File: src/rtl/spi_ctrl_bank.sv
// SPI-slave control register bank: addressed write frames over a 3-wire link, NREG words of BITS.
// Define SPI_CTRL_READBACK_EN to build MISO readback; otherwise CTRL_MISO is tied low.
module spi_ctrl_bank #(
  parameter int              BITS    = 8,
  parameter int              NREG    = 8,
  parameter int              ADDR_W  = 3,
  parameter logic [BITS-1:0] RST_VAL = '0
) (
  input  logic                 clk,
  input  logic                 reset_n,
  input  logic                 CTRL_SCLK,
  input  logic                 CTRL_MOSI,
  input  logic                 CTRL_SS_n,
  output logic                 CTRL_MISO,
  output logic [NREG*BITS-1:0] regs,
  output logic                 upd_stb,
  output logic [ADDR_W-1:0]    upd_addr,
  output logic                 frame_err
);
  localparam int FRAME = ADDR_W + BITS;
  localparam int CNT_W = $clog2(FRAME + 2);
  localparam int AW1   = ADDR_W + 1;
  localparam logic [CNT_W-1:0] CNT_ADDR  = CNT_W'(ADDR_W);
  localparam logic [CNT_W-1:0] CNT_FRAME = CNT_W'(FRAME);
  localparam logic [CNT_W-1:0] CNT_MAX   = CNT_W'(FRAME + 1);
  localparam logic [AW1-1:0]   NREG_L    = AW1'(NREG);

  localparam logic [1:0] WAIT_IDLE = 2'd0;
  localparam logic [1:0] IDLE      = 2'd1;
  localparam logic [1:0] SHIFT     = 2'd2;

  // [0] and [1] form the synchronizer, [2] is the edge-detect history
  logic [2:0] sclk_sync, mosi_sync, ss_sync;
  always_ff @(posedge clk or negedge reset_n) begin
    if (!reset_n) begin
      sclk_sync <= '0;
      mosi_sync <= '0;
      ss_sync   <= '0;
    end else begin
      sclk_sync <= {sclk_sync[1:0], CTRL_SCLK};
      mosi_sync <= {mosi_sync[1:0], CTRL_MOSI};
      ss_sync   <= {ss_sync[1:0], CTRL_SS_n};
    end
  end

  logic sclk_rise, sclk_fall, ss_rise, ss_fall;
  assign sclk_rise = sclk_sync[1] & ~sclk_sync[2];
  assign sclk_fall = ~sclk_sync[1] & sclk_sync[2];
  assign ss_rise   = ss_sync[1] & ~ss_sync[2];
  assign ss_fall   = ~ss_sync[1] & ss_sync[2];

  logic [1:0]       state;
  logic [FRAME-1:0] sh_q, sh_nxt;
  logic [CNT_W-1:0] cnt_q, cnt_nxt;
  logic [ADDR_W-1:0] addr_nxt;
  logic             frame_ok;

  // A bit arriving in the same cycle as SS_n rise is shifted before evaluation
  always_comb begin
    sh_nxt  = sh_q;
    cnt_nxt = cnt_q;
    if (sclk_rise) begin
      sh_nxt = {sh_q[FRAME-2:0], mosi_sync[2]};
      if (cnt_q != CNT_MAX) cnt_nxt = cnt_q + CNT_W'(1);
    end
  end

  assign addr_nxt = sh_nxt[FRAME-1 -: ADDR_W];
  assign frame_ok = (cnt_nxt == CNT_FRAME) && ({1'b0, addr_nxt} < NREG_L);

  // Stage p0: frame evaluation at SS_n rise
  logic              commit_p0, err_p0;
  logic [ADDR_W-1:0] addr_p0;
  logic [BITS-1:0]   data_p0;

  always_ff @(posedge clk or negedge reset_n) begin
    if (!reset_n) begin
      state     <= WAIT_IDLE;
      cnt_q     <= '0;
      commit_p0 <= 1'b0;
      err_p0    <= 1'b0;
    end else begin
      commit_p0 <= 1'b0;
      err_p0    <= 1'b0;
      case (state)
        WAIT_IDLE: if (ss_sync[1]) state <= IDLE;
        IDLE: begin
          if (ss_fall) begin
            state <= SHIFT;
            cnt_q <= '0;
          end
        end
        SHIFT: begin
          cnt_q <= cnt_nxt;
          if (ss_rise) begin
            state     <= IDLE;
            commit_p0 <= frame_ok;
            err_p0    <= ~frame_ok;
          end
        end
        default: state <= WAIT_IDLE;
      endcase
    end
  end

  always_ff @(posedge clk) begin
    if (state == IDLE && ss_fall) sh_q <= '0;
    else if (state == SHIFT)      sh_q <= sh_nxt;
    if (state == SHIFT && ss_rise) begin
      addr_p0 <= addr_nxt;
      data_p0 <= sh_nxt[BITS-1:0];
    end
  end

  // Stage p1: register commit and status pulses
  logic [BITS-1:0] reg_q [NREG];
  always_ff @(posedge clk or negedge reset_n) begin
    if (!reset_n) begin
      for (int k = 0; k < NREG; k++) reg_q[k] <= RST_VAL;
      upd_stb   <= 1'b0;
      upd_addr  <= '0;
      frame_err <= 1'b0;
    end else begin
      upd_stb   <= commit_p0;
      frame_err <= err_p0;
      if (commit_p0) upd_addr <= addr_p0;
      for (int k = 0; k < NREG; k++)
        if (commit_p0 && addr_p0 == ADDR_W'(k)) reg_q[k] <= data_p0;
    end
  end

  for (genvar k = 0; k < NREG; k++) begin : g_out
    assign regs[k*BITS +: BITS] = reg_q[k];
  end

`ifdef SPI_CTRL_READBACK_EN
  logic [BITS-1:0] rd_word, rd_sh;
  logic            miso_q;

  // Word is latched on the fall after the last address bit; out-of-range reads as zero
  always_comb begin
    rd_word = '0;
    for (int k = 0; k < NREG; k++)
      if (sh_q[ADDR_W-1:0] == ADDR_W'(k)) rd_word = reg_q[k];
  end

  always_ff @(posedge clk or negedge reset_n) begin
    if (!reset_n) begin
      miso_q <= 1'b0;
      rd_sh  <= '0;
    end else if (state != SHIFT || ss_sync[1]) begin
      miso_q <= 1'b0;
    end else if (sclk_fall) begin
      if (cnt_q == CNT_ADDR) begin
        miso_q <= rd_word[BITS-1];
        rd_sh  <= rd_word << 1;
      end else if (cnt_q > CNT_ADDR && cnt_q < CNT_FRAME) begin
        miso_q <= rd_sh[BITS-1];
        rd_sh  <= rd_sh << 1;
      end
    end
  end

  assign CTRL_MISO = miso_q;
`else
  assign CTRL_MISO = 1'b0;
`endif

endmodule

File: config.mk
export PLATFORM = sky130hd
export DESIGN_NAME = spi_ctrl_bank
export DESIGN_NICKNAME = d
export VERILOG_FILES = /design/src/rtl/spi_ctrl_bank.sv
export SDC_FILE = /design/constraint.sdc
export NUM_CORES = 1
export LEC_CHECK = 0
export CELL_PAD_IN_SITES_DETAIL_PLACEMENT = 0
export CELL_PAD_IN_SITES_GLOBAL_PLACEMENT = 1
export CORE_UTILIZATION = 45
export CTS_BUF_LIST = sky130_fd_sc_hd__clkbuf_8
export DETAILED_ROUTE_END_ITERATION = 12
export PLACE_DENSITY_LB_ADDON = 0.2
export REMOVE_ABC_BUFFERS = 1
export SYNTH_ARGS = -nofsm -noshare
export SYNTH_HDL_FRONTEND = slang
export SYNTH_SLANG_ARGS = --single-unit
File: constraint.sdc
create_clock -name clk -period 3.1 [get_ports clk]
set_input_delay 0.62 -clock clk [delete_from_list [all_inputs] [get_ports clk]]
set_output_delay 0.62 -clock clk [all_outputs]
set_load 0.02 [all_outputs]
After elaboration in Yosys (flattened, before gate mapping)
Cells that the tools add are included.

storage, ports and cells
  register bits after elaboration = 108
  latch bits = 0
  bits in writable memories = 0
  bits in read-only memories = 0
  input bits = 5
  output and inout bits = 70
  memories = 0

operators by class
  add/subtract/negate cells = 1
  multipliers = 0
  div/mod/pow operators = 0
  $lt $le $gt $ge = 0
  eq/ne operators = 14
  shift-type cells = 0
  mux-type cells = 13
  bitwise gates (word level) = 7
  reductions and logical operators = 15

operator list
  kind                                                                   number
  3-bit equality test, second input constant                             4
  4-bit 2-to-1 mux                                                       3
  11-bit 2-to-1 mux                                                      1
  1-bit logical AND                                                      10
  4-bit one-hot mux with 2 select lines                                  1
  3-bit by 2-bit equality test with 1-bit output, second input constant  2
  2-bit 2-to-1 mux                                                       3
  2-bit != test, second input constant                                   3
  2-bit one-hot mux with 3 select lines                                  1
  4-bit by 1-bit adder with 4-bit output, second input constant          1
  4-bit equality test, second input constant                             1
  1-bit 2-to-1 mux                                                       4
  4-bit != test, second input constant                                   1
  1-bit NOT                                                              4
  1-bit bitwise AND                                                      3
  3-bit by 1-bit equality test with 1-bit output, second input constant  1
  3-bit zero test                                                        1
  3-bit AND reduction                                                    1
  2-bit by 1-bit equality test with 1-bit output, second input constant  1
  2-bit equality test, second input constant                             1
  2-bit zero test                                                        1
  2-bit AND reduction                                                    1
  2-bit nonzero test                                                     1

Longest topological paths before layout
  word-level depth = 7
  gate-level depth with buffers = 6
  gate-level depth less buffers = 6

Worst setup path before layout
Ideal clock, no wire load.

  path kind = register to register
  start point = reg cnt_q[0]
  end point = reg commit_p0
  library setup time = 69 ps
  data arrival time = 1507 ps
  path slack = 1524 ps
  stages on the path, launching flop included = 6
  buffers on the path = 0
  period minus slack after synthesis = 1576 ps
  path through = dfrtp_1 > inv_1 > ha_1 > a211o_1 > a2111oi_2 > and2_1

between the ends
  cells in the longest elaborated chain, start to end = 6
  elaborated cells between the ends (all ways) = 7
  classes of those cells = 1 x add/sub; 2 x eq/ne; 4 x mux

ends and longest elaborated chain
  what                                                                            RTL line  RTL
  start: declaration                                                              54        logic [CNT_W-1:0] cnt_q, cnt_nxt;
  start signal: assignment                                                        94        cnt_q <= cnt_nxt;
  4-bit by 1-bit adder with 4-bit output / 4-bit != test (equally long branches)  64        if (cnt_q != CNT_MAX) cnt_nxt = cnt_q + CNT_W'(1);
  4-bit 2-to-1 mux                                                                64
  4-bit 2-to-1 mux (*)                                                            62        if (sclk_rise) begin
  4-bit equality test (*)                                                         69        assign frame_ok = (cnt_nxt == CNT_FRAME) && ({1'b0, addr_nxt} < NREG_L);
  1-bit 2-to-1 mux (*)                                                            95        if (ss_rise) begin
  1-bit 2-to-1 mux (*)                                                            85        case (state)
  end signal: assignment                                                          97        commit_p0 <= frame_ok;
  end: declaration                                                                72        logic commit_p0, err_p0;

Mark *: on every way between the ends. The rest lies on a longest branch, timed or not.
A chain may end at the register's enable or synchronous reset.

Final worst setup path
  start point = reg reg_q (netlist bit regs[37])
  end point = out regs[37]

RTL lines
  what                              RTL line  RTL
  start: declaration                116       logic [BITS-1:0] reg_q [NREG];
  start signal: indexed assignment  128       if (commit_p0 && addr_p0 == ADDR_W'(k)) reg_q[k] <= data_p0;
  end: declaration                  15        output logic [NREG*BITS-1:0] regs,

No word-level cell between the ends.

==> results.yml <==
synthesis:
  ys_ff_latch: 108
  synth_area_leaders: "dfrtp_1, mux2_2, edfxtp_1"
  synth-simple-area-share_pct: 7.49
  synthMuxAreaShare_pct: 22.7
  synth_largest_area_cell: "dfrtp_1"
  yosysSeqAreaShare_pct: 64.0
  ys_types: 40
  synthCells: 280
  netlist_area_mm2: 0.00423
  synthAdderAreaFrac_pct: 0.592
  synth_top_area_share_pct: 50.9
  synth_xor_xnor_area_share_pct: 0
  synth_compound_area_share_pct: 3.23
  synth_top_family_by_area: "multiplexers"
  syn_area_per_cell_um2: 15.1
  yosysWarnings: 0
global_routing:
  antenna_found_initial: 0
  grt.overflow.total: 0
  track_usage_pct: 16.0
  grt_pass1_wl_mm: 11.9
  grt_pass1_vias: 2245
  grt_max_degree: 87
cells_and_area:
  area_growth_pct: 23.9
  design_area_mm2: 0.00524
  antenna_cells: 0
  finalNetCount: 362
  mostFrequentLayoutCells: "dfrtp_1, clkdlybuf4s50_1, mux2_2, nand2_1, mux2_4"
  drive_gt1_share_pct: 29.4
  final_common_cell: "dfrtp_1"
detailed_routing:
  firstDrtPassIters: 4
  route.detailed.wl_per_inst_um: 15.6
  drtIter0Drc: 57
  viasPerCell: 5.12
  drc_errors: 0
  wirelength_mm: 7.32
  drtAntennaViolNets: 0
  vias: 2396
critical_path:
  end_kind: "output pin"
  critPathBufInv: 1
  crit_fanout: 2
  critical_path_required_ns: 2.48
  path_delay_family: "buffers and inverters"
  cpPeakStageDelay_ns: 0.64
  worstPathCellList: "clkdlybuf4s50_1"
  cpMaxStageDelayCell: "clkdlybuf4s50_1"
  critPathLaunchType: "register"
  worstPathArrival_ns: 1.35
  ff2ff_path_depth: 4
  path_class: "reg2out"
  crit_cells: 1
cts:
  cts_resized: 0
  cts_tree: "built"
  post_cts_buffers: 0
  cts_buffers: 9
  cts.sinks: 108
  ctsHtreeMaxLevel: 3
  clkLatencyLatePin_ns: 0.35
  cts.clk_slew.worst_paths_ns: 0.09
  clockRootBuffer: "clkbuf_8"
  cts_hold_buf: 0
  clockBufferDepth: 2
floorplanning:
  dieArea_mm2: 0.00978
  die_w_um: 98.9
  coreArea_mm2: 0.00889
  io_pins: 75
  dieHeight_um: 98.9
  initial_core_util_pct: 47.5
  row_count: 34
pwr:
  p_seq_share_pct: 62.1
  pwr-share-clk_pct: 34.4
  internal_power_mw: 1.83
  p_leak_nw: 2.36
  swShare_pct: 22.3
  vdd_drop_max_mv: 0.295
  power_frac_comb_pct: 3.5
  switchingPower_mw: 0.525
  powerDensity_mw_per_mm2: 450
timing:
  whs_ns: 0.355
  fin_crit_ns: 1.97
  setup_tns_ns: 0
  finClkSkew_ns: 0.0119
  final_max_slew_viol_count: 0
  maxSlewHeadroom_pct: 30.0
  max_freq_ghz: 0.507
  hold_viol: 0
  setup_viol: 0
  worstMarginPinSlew_ns: 1.05
  grt_setup_unrepaired: "no"
  period_share_pct: 63.6
placement:
  dpl.hpwl_mm: 5.17
  dpl_cell_area_mm2: 0.00504
  numPortBuffers: 73
  routabilityCongestion: 0.759
hold_path:
  hp-class: "reg2reg"
  min_path_cells: 0
status:
  status: "complete, no violations"
run:
  maxCapViolations: 0
[kinds of logic after synthesis]
family | count (synthesis)
AO/OA/AOI/OAI | 22
flip-flops | 108
multiplexers | 80
adder cells (fa/ha/maj) | 2
AND/OR/NAND/NOR | 50
other | 1
buffers and inverters | 17
[power by group through the flow]
| stage | logic, mW | registers (mW) | clock network, mW |
|---|---|---|---|
| final | 0.0818 | 1.47 | 0.811 |
| after global routing | 0.0933 | 1.47 | 0.901 |
| after CTS | 0.0839 | 1.47 | 0.840 |
| after detailed placement | 0.0839 | 1.49 | 0 |
| after global placement | 0.0822 | 1.49 | 0 |
| after floorplan | 0.0445 | 1.49 | 0 |
[through the flow]
| step | utilization (%) | std cells | power (mW) | setup slack (ns) |
|---|---|---|---|---|
| 2_1_floorplan | - | 270 | 1.53 | 1.41 |
| 3_3_place_gp | 56.7 | 452 | 1.58 | 1.30 |
| 3_5_place_dp | 56.7 | 452 | 1.58 | 1.27 |
| 4_1_cts | 58.9 | 468 | 2.39 | 1.11 |
| 5_1_grt | 58.9 | 468 | 2.46 | 1.06 |
| 6_report | 58.9 | 468 | 2.36 | 1.13 |
[sequential cells by signal, indices dropped and copies added, names as in the netlist]
| name | count |
|---|---|
| mosi_sync | 3 |
| state | 2 |
| regs | 64 |
| commit_p0 | 1 |
| sclk_sync | 3 |
| upd_stb | 1 |
| upd_addr | 3 |
| frame_err | 1 |
| addr_p0 | 3 |
| data_p0 | 8 |
| err_p0 | 1 |
| cnt_q | 4 |
| sh_q | 11 |
| ss_sync | 3 |
[per-layer routing]
metal,up-vias,wire (um),GRT usage (%)
met5,-,0,0
met4,0,68,4.13
met3,7,281,4.40
met2,48,3390,25.4
met1,1193,3580,21.7
li1,1148,-,-
[cells in the mapped netlist (all sizes together)]
cell type and count:
dfxtp 11, o22ai 1, nor3 4, nor2 2, nand2b 3, and4bb 1, nand3b 2, nand4b 3
buf 9, mux2 78, clkbuf 1, mux2i 2, nor3b 2, a211o 1, and2 1, nand3 1
ha 2, inv 7, edfxtp 11, dfrtp 86, o31ai 1, a211oi 1, o21ai 3, a21oi 12
conb 1, a2111oi 1, nand2 26, nor4 1, and3b 1, nand4 2, a21boi 1, a31o 1
or2 1
[layout make-up]
type	count	area [um^2]
flip-flops and latches	108	2700
multi-input cells	155	1440
well taps	108	135
clock buffers	12	165
inverters	7	26.3
fillers	731	3650
repair buffers	74	736
clock inverters	4	31.3
[path summary, 6_finish.rpt]
kind	from	end	slack, ns
worst max-delay path	regs[37]$_DFFE_PN0P_	regs[37]	1.13
worst min-delay path	ss_sync[0]$_DFF_PN0_	ss_sync[1]$_DFF_PN0_	0.35
worst max register to register	sclk_sync[2]$_DFF_PN0_	commit_p0$_DFF_PN0_	1.26
worst min register to register	ss_sync[0]$_DFF_PN0_	ss_sync[1]$_DFF_PN0_	0.35
max in group asynchronous	reset_n	regs[34]$_DFFE_PN0P_	1.99
min in group asynchronous	reset_n	regs[29]$_DFFE_PN0P_	0.45
(Power assumes the default switching activity.)
